$ cat config.mk
export PLATFORM = sky130hd
export DESIGN_NAME = traffic_light_fsm
export DESIGN_NICKNAME = d
export VERILOG_FILES = /design/src/rtl/traffic_pkg.sv /design/src/rtl/phase_timer.sv /design/src/rtl/traffic_light_fsm.sv
export SDC_FILE = /design/constraint.sdc
export NUM_CORES = 1
export LEC_CHECK = 0
export ABC_AREA = 1
export ABC_CLOCK_PERIOD_IN_PS = 3150
export BUFFER_PORTS_ARGS = -buffer_cell sky130_fd_sc_hd__clkbuf_2
export CAP_MARGIN = 20
export CORE_MARGIN = 10
export CORE_UTILIZATION = 40
export CTS_BUF_LIST = sky130_fd_sc_hd__clkbuf_8
export CTS_CLUSTER_SIZE = 16
export DETAILED_ROUTE_END_ITERATION = 6
export PLACE_DENSITY = 0.58
export SYNTH_ARGS = -nofsm -noshare
export SYNTH_HDL_FRONTEND = slang
export SYNTH_SLANG_ARGS = --single-unit
$ cat constraint.sdc
create_clock -name clk_in -period 3.15 [get_ports clk_in]
set_input_delay 0.7875 -clock clk_in [delete_from_list [all_inputs] [get_ports clk_in]]
set_output_delay 0.7875 -clock clk_in [all_outputs]
set_load 0.01 [all_outputs]
$ cat src/rtl/traffic_pkg.sv
// Shared types for the intersection sequencer: state encoding and lamp vectors.
// Lamp vectors are laid out as {red, yellow, green}.
package traffic_pkg;

    typedef enum logic [2:0] {
        NS_GREEN  = 3'd0,
        NS_YELLOW = 3'd1,
        ALL_RED_1 = 3'd2,
        EW_GREEN  = 3'd3,
        EW_YELLOW = 3'd4,
        ALL_RED_2 = 3'd5,
        WALK      = 3'd6,
        FLASH     = 3'd7
    } state_e;

    localparam int RED    = 2;
    localparam int YELLOW = 1;
    localparam int GREEN  = 0;

    localparam logic [2:0] LAMP_RED = 3'(1 << RED);
    localparam logic [2:0] LAMP_YEL = 3'(1 << YELLOW);
    localparam logic [2:0] LAMP_GRN = 3'(1 << GREEN);
    localparam logic [2:0] LAMP_OFF = 3'b000;

endpackage

$ cat src/rtl/phase_timer.sv
// Seconds-remaining counter for the current phase. A load wins over a tick;
// 'last' flags the tick that ends the phase (tick while count is 1).
module phase_timer #(
    parameter logic [7:0] RST_VAL = 8'd1
) (
    input  logic       clk,
    input  logic       reset,
    input  logic       load,
    input  logic [7:0] load_val,
    input  logic       tick,
    output logic [7:0] count,
    output logic       last
);

    logic [7:0] count_q;

    always_ff @(posedge clk) begin
        if (!reset) begin
            count_q <= RST_VAL;
        end else if (load) begin
            count_q <= load_val;
        end else if (tick && count_q != 8'd0) begin
            count_q <= count_q - 8'd1;
        end
    end

    assign count = count_q;
    assign last  = tick && (count_q == 8'd1);

endmodule

$ cat src/rtl/traffic_light_fsm.sv
// Two-road intersection sequencer stepped by a 1 Hz tick enable, with night flashing.
// Define PED_WALK_EN to compile in the pedestrian request latch and WALK phase.
module traffic_light_fsm
    import traffic_pkg::*;
#(
    parameter int unsigned GREEN_SEC  = 5,
    parameter int unsigned YELLOW_SEC = 2,
    parameter int unsigned ALLRED_SEC = 1,
    parameter int unsigned WALK_SEC   = 3
) (
    input  logic       clk_in,
    input  logic       reset,
    input  logic       tick_1hz,
    input  logic       night_mode,
    input  logic       ped_req,
    output logic [2:0] ns_light,
    output logic [2:0] ew_light,
    output logic       walk,
    output logic [7:0] secs_left,
    output logic [2:0] state_o
);

    generate
        if (GREEN_SEC < 1 || GREEN_SEC > 255 || YELLOW_SEC < 1 || YELLOW_SEC > 255 ||
            ALLRED_SEC < 1 || ALLRED_SEC > 255 || WALK_SEC < 1 || WALK_SEC > 255) begin : g_bad_param
            $error("traffic_light_fsm: phase durations must lie in 1..255");
        end
    endgenerate

    function automatic logic [7:0] dur(input state_e s);
        case (s)
            NS_GREEN, EW_GREEN:   dur = 8'(GREEN_SEC);
            NS_YELLOW, EW_YELLOW: dur = 8'(YELLOW_SEC);
            ALL_RED_1, ALL_RED_2: dur = 8'(ALLRED_SEC);
            WALK:                 dur = 8'(WALK_SEC);
            default:              dur = 8'd0;
        endcase
    endfunction

    state_e     state_q, state_d;
    logic       flash_q, flash_d;
    logic [2:0] ns_q, ns_d, ew_q, ew_d;
    logic       timer_load, timer_last;
    logic [7:0] timer_val, timer_count;

`ifdef PED_WALK_EN
    logic ped_q, ped_d;
    logic ret_ew_q, ret_ew_d;   // green to resume after WALK: 1 = EW, 0 = NS
    logic walk_q, walk_d;
`else
    logic unused_ped_req;
    assign unused_ped_req = ped_req;
`endif

    phase_timer #(
        .RST_VAL (8'(GREEN_SEC))
    ) u_timer (
        .clk      (clk_in),
        .reset    (reset),
        .load     (timer_load),
        .load_val (timer_val),
        .tick     (tick_1hz),
        .count    (timer_count),
        .last     (timer_last)
    );

    always_ff @(posedge clk_in) begin
        if (!reset) begin
            state_q <= NS_GREEN;
            flash_q <= 1'b0;
            ns_q    <= LAMP_GRN;
            ew_q    <= LAMP_RED;
`ifdef PED_WALK_EN
            ped_q    <= 1'b0;
            ret_ew_q <= 1'b0;
            walk_q   <= 1'b0;
`endif
        end else begin
            state_q <= state_d;
            flash_q <= flash_d;
            ns_q    <= ns_d;
            ew_q    <= ew_d;
`ifdef PED_WALK_EN
            ped_q    <= ped_d;
            ret_ew_q <= ret_ew_d;
            walk_q   <= walk_d;
`endif
        end
    end

    always_comb begin
        state_d    = state_q;
        flash_d    = flash_q;
        timer_load = 1'b0;
        timer_val  = 8'd0;
`ifdef PED_WALK_EN
        ped_d    = ped_q | ped_req;
        ret_ew_d = ret_ew_q;
`endif
        if (tick_1hz && night_mode) begin
            state_d    = FLASH;
            flash_d    = (state_q == FLASH) ? ~flash_q : 1'b1;
            timer_load = 1'b1;
        end else if (tick_1hz && state_q == FLASH) begin
            state_d    = ALL_RED_2;
            flash_d    = 1'b0;
            timer_load = 1'b1;
            timer_val  = dur(ALL_RED_2);
        end else if (timer_last) begin
            case (state_q)
                NS_GREEN:  state_d = NS_YELLOW;
                NS_YELLOW: state_d = ALL_RED_1;
                EW_GREEN:  state_d = EW_YELLOW;
                EW_YELLOW: state_d = ALL_RED_2;
                ALL_RED_1: begin
                    state_d = EW_GREEN;
`ifdef PED_WALK_EN
                    if (ped_q || ped_req) begin
                        state_d  = WALK;
                        ret_ew_d = 1'b1;
                        ped_d    = 1'b0;
                    end
`endif
                end
                ALL_RED_2: begin
                    state_d = NS_GREEN;
`ifdef PED_WALK_EN
                    if (ped_q || ped_req) begin
                        state_d  = WALK;
                        ret_ew_d = 1'b0;
                        ped_d    = 1'b0;
                    end
`endif
                end
`ifdef PED_WALK_EN
                WALK:      state_d = ret_ew_q ? EW_GREEN : NS_GREEN;
`endif
                default:   state_d = state_q;
            endcase
            timer_load = 1'b1;
            timer_val  = dur(state_d);
        end
    end

    // Lamps are decoded from the next state so they land in registers on the same edge.
    always_comb begin
        ns_d = LAMP_RED;
        ew_d = LAMP_RED;
`ifdef PED_WALK_EN
        walk_d = (state_d == WALK);
`endif
        case (state_d)
            NS_GREEN:  ns_d = LAMP_GRN;
            NS_YELLOW: ns_d = LAMP_YEL;
            EW_GREEN:  ew_d = LAMP_GRN;
            EW_YELLOW: ew_d = LAMP_YEL;
            FLASH: begin
                ns_d = flash_d ? LAMP_YEL : LAMP_OFF;
                ew_d = flash_d ? LAMP_RED : LAMP_OFF;
            end
            default: ;
        endcase
    end

    assign ns_light  = ns_q;
    assign ew_light  = ew_q;
    assign secs_left = timer_count;
    assign state_o   = state_q;
`ifdef PED_WALK_EN
    assign walk = walk_q;
`else
    assign walk = 1'b0;
`endif

endmodule

# Yosys cells after proc, flatten, opt, wreduce, memory -nomap -nowiden

Cells that the tools add are included.

Input port bits: 5
Register bits after elaboration: 18

Equality and inequality tests: 17
Muxes and demuxes: 23
Reductions and logical operators: 12
$add $sub $neg: 1
Bitwise logic cells: 1

Operator list:

| cell                  | number |
|---|---|
| $mux W3               | 10 |
| $eq A3 B3 Y1 const B  | 8 |
| $pmux W3 S3           | 2 |
| $pmux W3 S6           | 1 |
| $mux W8               | 2 |
| $eq A3 B2 Y1 const B  | 5 |
| $pmux W3 S4           | 1 |
| $eq A3 B1 Y1 const B  | 3 |
| $logic_not A3 Y1      | 3 |
| $eq A8 B1 Y1 const B  | 1 |
| $reduce_bool A8 Y1    | 1 |
| $sub A8 B1 Y8 const B | 1 |
| $mux W1               | 6 |
| $reduce_or A2 Y1      | 3 |
| $logic_and A1 B1 Y1   | 4 |
| $mux W2               | 1 |
| $reduce_bool A2 Y1    | 1 |
| $not A1 Y1            | 1 |

# Longest topological paths before layout

Gate-level depths: netlist of run 1.

Depth in word-level cells: 12
Mapped depth: 13
Gate-level depth less buffers: 13

# Hierarchy

From an unflattened synthesis of run 1, not the netlist that was laid out.

Cell total of the unflattened synthesis: 180
Area total of the unflattened synthesis: 1162.4 um^2

By module, submodules not included:

| module            | times used | area an instance (um^2) | cells an instance |
|---|---|---|---|
| phase_timer       | 1          | 630.6                   | 98 |
| traffic_light_fsm | 1          | 531.8                   | 82 |

# Least setup slack after synthesis of run 1

No wires, ideal clock.

Path type: input-to-reg
Start: input night_mode
End: register u_timer.count_q[2], in the netlist u_timer.count[2]
Setup time: 0.119 ns
Arrival: 1.576 ns
Cell stages on the path: 8
Data required time: 3.031 ns
Slack: 1.454 ns
Path through: nand2_2 inv_2 nor2_4 inv_2 nor2_2 nand2_1 a21oi_1 o21ai_1

Cells in the longest elaborated chain, start to end: 3
Elaborated cells on any way between the ends: 5
Those cells by class: 3 x mux; 2 x reduce/logical

Ends and longest elaborated chain:

| what                                          | line                     | source |
|---|---|---|
| start: declaration                            | traffic_light_fsm.sv:14  | `input logic night_mode,` |
| $logic_and A1 B1 Y1 *                         | traffic_light_fsm.sv:100 | `if (tick_1hz && night_mode) begin` |
| $mux W3 or $mux W1 (tied branches)            | traffic_light_fsm.sv:100 |  |
| $mux W8 or $reduce_bool A2 Y1 (tied branches) | n/a                      |  |
| end signal: assignment                        | phase_timer.sv:21        | `count_q <= load_val;` |
| end signal: assignment                        | phase_timer.sv:23        | `count_q <= count_q - 8'd1;` |
| end: declaration                              | phase_timer.sv:15        | `logic [7:0] count_q;` |

Mark *: on every way between the ends. The rest lies on a longest branch, timed or not.
A chain may end at the register's enable or synchronous reset.

# Worst setup path after layout of run 1

Start: register state_q[2], in the netlist state_o[2]
End: output state_o[2]

RTL lines:

| what                     | line                    | source |
|---|---|---|
| start: declaration       | traffic_light_fsm.sv:40 | `state_e state_q, state_d;` |
| start signal: assignment | traffic_light_fsm.sv:79 | `state_q <= state_d;` |
| end: declaration         | traffic_light_fsm.sv:20 | `output logic [2:0] state_o` |

No word-level cell between the ends.

==> impl_metrics.ini, run 1 <==
[worst_setup_path]
cp-end-kind = primary output
path_delay_family = flip-flops
crit_arrival_ns = 0.93
r2r_end = ew_light[2]
crit_start = state_o[2]
reg2reg_from = u_timer.count[1]
cp_data_required_time_ns = 2.36
setup.worst_path.class = reg -> out
start_kind = register
r2r_cells = 13
slowest_stage = dfxtp_1
reg2reg_slack_ns = 1.55
cp_max_fo = 8
cp_num_buf_inv = 1
crit_chain = clkbuf_2
cpPeakStageDelay_ns = 0.48

[synth]
seq_area_frac_synth = 0.331
synth_seq_cells = 18
synth_cell_types = 26
syn_area_um2 = 1090
syn_area_per_cell_um2 = 7.11
yosysWarningCount = 0
syn_nets = 161
synthCells = 153

[final_layout]
final_cell_mix = 27 x nand2_1, 22 x nor2_1, 20 x clkbuf_2, 18 x dfxtp_1, 15 x inv_1
syn_to_final_growth_pct = 17.0
fin_nets = 185
layout-drive-gt1-share = 0.330
num_antenna_cells = 0
n_fill_cell = 282
final_common_cell = nand2_1
fin_area_um2 = 1270

[pwr]
power_density_nw_per_um2 = 498
power.leakage_nw = 0.628
p_total_w = 0.000634
ir_drop_uv = 284

[sta]
report.final.hold_viol_count = 0
rsz0062_at_grt = no
finalSetupTns_ns = 0
finClkSkew_ns = 0.00159
fin_ws_ns = 1.44
drv_slew = 0
period_share = 0.544
fmax_mhz = 583
setup_viol = 0
fin_crit_ns = 1.71

[global_route]
top_usage_layer = met2
grt_max_degree = 11
grt_use_met2 = 0.162
use_met3 = 0.0259
first_global_vias = 1004
antenna_found_initial = 0
grt_pass1_wl_um = 4220
met1_usage = 0.114
grt_overflow = 0
grt_usage = 0.0963

[routing]
drtIter0Drc = 50
num_vias = 981
post-route-drc-count = 0
wl_per_cell_um = 11.4
routed_wl_um = 2350
antenna_left = 0
dr.pass1.iters = 4
routed_via_density = 4.76

[clock_network]
clock_sinks = 18
cts-root-buf = clkbuf_8
ctsHoldBuffers = 0
tritoncts = done
htreeDepth = 1
numCtsBuffers = 3
clk_path_buf_depth = 2
clk_pin_slew_ns = 0.07
cts_setup_buffers = 0
clk_latency_ns = 0.25
cts_resized = 0

[die]
start_util = 0.427
core_area_um2 = 2540
die_area_um2 = 5200
rows = 18
die_x_um = 72.1
pin_count = 23
die_height_um = 72.1

[worst_hold_path]
min_to = flash_q
hp-start = flash_q
whs_path_depth = 3
hold_path.class = reg -> reg

[outcome]
outcome = finished, final reports clean

[placement]
dp_slack_ns = 1.16
placed_area_um2 = 1220
gp_congestion = 0.836
post-dp-hpwl_um = 1970
port_buffers = 20

[flow_run]
max_cap_violations = 0
-- registers in the layout, summed over array words and instances, names as in the netlist --
register,flops
ew_light,3
flash_q,1
ns_light,3
state_o,3
u_timer.count,8
-- synth_stat cells (all sizes together) --
cell	number	area, µm²
nand2	35	156
nor2	31	178
inv	25	93.8
dfxtp	18	360
nand3	11	80.1
a21oi	9	48.8
o21ai	9	45.0
ha	3	37.5
xor2	3	26.3
nand4	2	12.5
a31oi	1	6.26
buf	1	7.51
conb	1	3.75
nand3b	1	7.51
nor3	1	10.0
o211ai	1	7.51
o22ai	1	6.26
-- worst max-delay path by stage --
stage,endpoint,slack (ns),depth (start not counted)
after global routing,ew_light[2],1.31,12
after floorplan,u_timer.count[2],1.45,8
final,state_o[2],1.44,1
after detailed placement,ew_light[2],1.16,10
after global placement,ew_light[2],1.16,10
after CTS,state_o[2],1.43,1
-- layer usage --
layer  vias up  routed length [µm]
met3         4                 117
met4         0                  34
met1       430                1210
met2        18                 992
met5         -                   0
li1        529                   -
-- metrics by stage --
step | std cells | hold WS, ns | utilization
5_1_grt | 206 | 0.586 | 0.500
4_1_cts | 206 | 0.533 | 0.500
2_1_floorplan | 153 | 0.493 | -
3_3_place_gp | 202 | 0.517 | 0.478
6_report | 206 | 0.533 | 0.500
3_5_place_dp | 202 | 0.516 | 0.478
-- logic make-up after synthesis --
family                   count (synthesis)  synth area share
other                                    1           0.00345
AO/OA/AOI/OAI                           21             0.105
buffers and inverters                   26            0.0932
XOR/XNOR                                 3            0.0242
adder cells (fa/ha/maj)                  3            0.0345
AND/OR/NAND/NOR                         81             0.409
flip-flops                              18             0.331
-- where the power goes --
| group | internal [W] | switching [W] |
|---|---|---|
| combinational | 0.0000643 | 0.000116 |
| clock | 0.000111 | 0.0000771 |
| sequential | 0.000248 | 0.0000181 |
-- area by class of cell --
type	instances	area (µm²)	share of cell area
timing repair buffer	20	100	0.0787
inverter	25	93.8	0.0737
sequential	18	360	0.283
multi-input combinational	109	626	0.492
tap	30	37.5	0.0295
clock buffer	4	55.1	0.0433
(Power assumes the default switching activity.)
==> run 2: changes to the inputs <==
--- a/config.mk
+++ b/config.mk
@@ -6,7 +6,7 @@
 export NUM_CORES = 1
 export LEC_CHECK = 0
 export ABC_AREA = 1
-export ABC_CLOCK_PERIOD_IN_PS = 3150
+export ABC_CLOCK_PERIOD_IN_PS = 1710
 export BUFFER_PORTS_ARGS = -buffer_cell sky130_fd_sc_hd__clkbuf_2
 export CAP_MARGIN = 20
 export CORE_MARGIN = 10
==> constraint.sdc (replaced) <==
create_clock -name clk_in -period 1.71 [get_ports clk_in]
set_input_delay 0.4275 -clock clk_in [delete_from_list [all_inputs] [get_ports clk_in]]
set_output_delay 0.4275 -clock clk_in [all_outputs]
set_load 0.01 [all_outputs]
==> impl_metrics.ini, run 2 (synthesized netlist as in run 1, its figures left out) <==
[outcome]
outcome = finished, final reports clean

[worst_hold_path]
min_to = u_timer.count[1]
whs_path_depth = 3
hold_path.class = in -> reg
hp-start = reset

[sta]
drv_slew = 0
report.final.hold_viol_count = 0
rsz0062_at_grt = no
fin_crit_ns = 1.58
finalSetupTns_ns = 0
finClkSkew_ns = 0.00269
fmax_mhz = 632
setup_viol = 0
period_share = 0.925

[worst_setup_path]
reg2reg_from = u_timer.count[1]
cp_data_required_time_ns = 1.86
r2r_cells = 13
reg2reg_slack_ns = 0.13
crit_arrival_ns = 1.73
start_kind = register
cp_max_fo = 6
r2r_end = ew_light[2]
setup.worst_path.class = reg -> reg
cp-end-kind = register

[final_layout]
layout-drive-gt1-share = 0.379
syn_to_final_growth_pct = 19.2
largest_register_ffs = 8
num_antenna_cells = 0
fin_area_um2 = 1300
final_common_cell = nand2_1
fin_nets = 186
final_cell_mix = 24 x nand2_1, 21 x nor2_1, 20 x clkbuf_2, 16 x dfxtp_1, 14 x inv_1

[die]
core_area_um2 = 2540
die_height_um = 72.1
pin_count = 23
start_util = 0.427
rows = 18
die_area_um2 = 5200
die_x_um = 72.1

[global_route]
grt_max_degree = 11
grt_usage = 0.0998
grt_pass1_wl_um = 4410
first_global_vias = 1021
grt_overflow = 0
antenna_found_initial = 0

[placement]
placed_area_um2 = 1220
port_buffers = 20
post-dp-hpwl_um = 2020
gp_congestion = 0.838

[routing]
routed_wl_um = 2480
routed_via_density = 4.83
antenna_left = 0
dr.pass1.iters = 4
num_vias = 1000
wl_per_cell_um = 12.0
post-route-drc-count = 0
drtIter0Drc = 88

[clock_network]
cts-root-buf = clkbuf_8
ctsHoldBuffers = 0
tritoncts = done
numCtsBuffers = 3
clk_pin_slew_ns = 0.07
clk_latency_ns = 0.25
clk_path_buf_depth = 2
htreeDepth = 1
clock_sinks = 18

[pwr]
ir_drop_uv = 522
power.leakage_nw = 0.632
power_density_nw_per_um2 = 913

[flow_run]
max_cap_violations = 0
## run 2: cell types whose count changed in the layout (fill, tap and decap cells not counted), moves of 2 or more
cell     delta
nand2_2     +3
dfxtp_1     -2
dfxtp_2     +2
nand2_1     -3
## run 2: area by class of cell
cell class / count / area, µm²
Clock buffer: 4 / 55.1
Fill cell: 279 / 1250
Inverter: 25 / 93.8
Multi-Input combinational cell: 109 / 639
Sequential cell: 18 / 363
Tap cell: 30 / 37.5
Timing Repair Buffer: 21 / 108
## run 2: report_power, final
group	internal (W)	switching, W
combinational	0.000125	0.000220
clock	0.000204	0.000142
sequential	0.000458	0.0000343
total	0.000788	0.000396
## run 2: worst max path at each step
stage                                 from               end  slack, ns  cells past startpoint
final                     u_timer.count[1]       ew_light[2]       0.13                     13
after global routing      u_timer.count[1]       ew_light[2]      0.005                     13
after CTS                 u_timer.count[1]       ew_light[2]       0.06                     11
after detailed placement          tick_1hz       ew_light[2]       0.06                     10
after global placement            tick_1hz       ew_light[2]       0.08                     10
after floorplan           u_timer.count[1]  u_timer.count[2]       0.21                     10
## run 2: timing repair
action / in CTS / in global routing
endpoints found under the setup margin: 0 / 7
resized for setup: 0 / 8
setup buffers: 0 / 1
## run 2: worst max-delay path: stages, from the launching register on
cell and delay, ns:
dfxtp_2 0.34, inv_2 0.07, ha_1 0.15, nand2_2 0.07
inv_2 0.05, nand2_2 0.07, nor2_8 0.17, nand3_2 0.08
nand2_2 0.08, nand2_2 0.07, nand2_2 0.10, nand3b_1 0.10
nand2_1 0.08, nand2_1 0.04
## run 2: routing by layer
metal  vias up  GRT usage  share of wire
met5         -          0              0
met4         0     0.0387          0.017
met3         4     0.0231          0.037
met2        13      0.155           0.43
met1       458      0.130           0.52
li1        525          -              -
## run 2: stage by stage
stage / util / total power [W] / cells / setup slack (ns) / hold slack [ns]
after global placement: 0.478 / 0.000832 / 202 / 0.0832 / 0.517
after global routing: 0.509 / 0.00127 / 207 / 0.00455 / 0.495
after detailed placement: 0.478 / 0.000836 / 202 / 0.0635 / 0.531
final: 0.509 / 0.00118 / 207 / 0.128 / 0.468
after CTS: 0.500 / 0.00118 / 206 / 0.0616 / 0.478
after floorplan: - / 0.000745 / 153 / 0.213 / 0.493
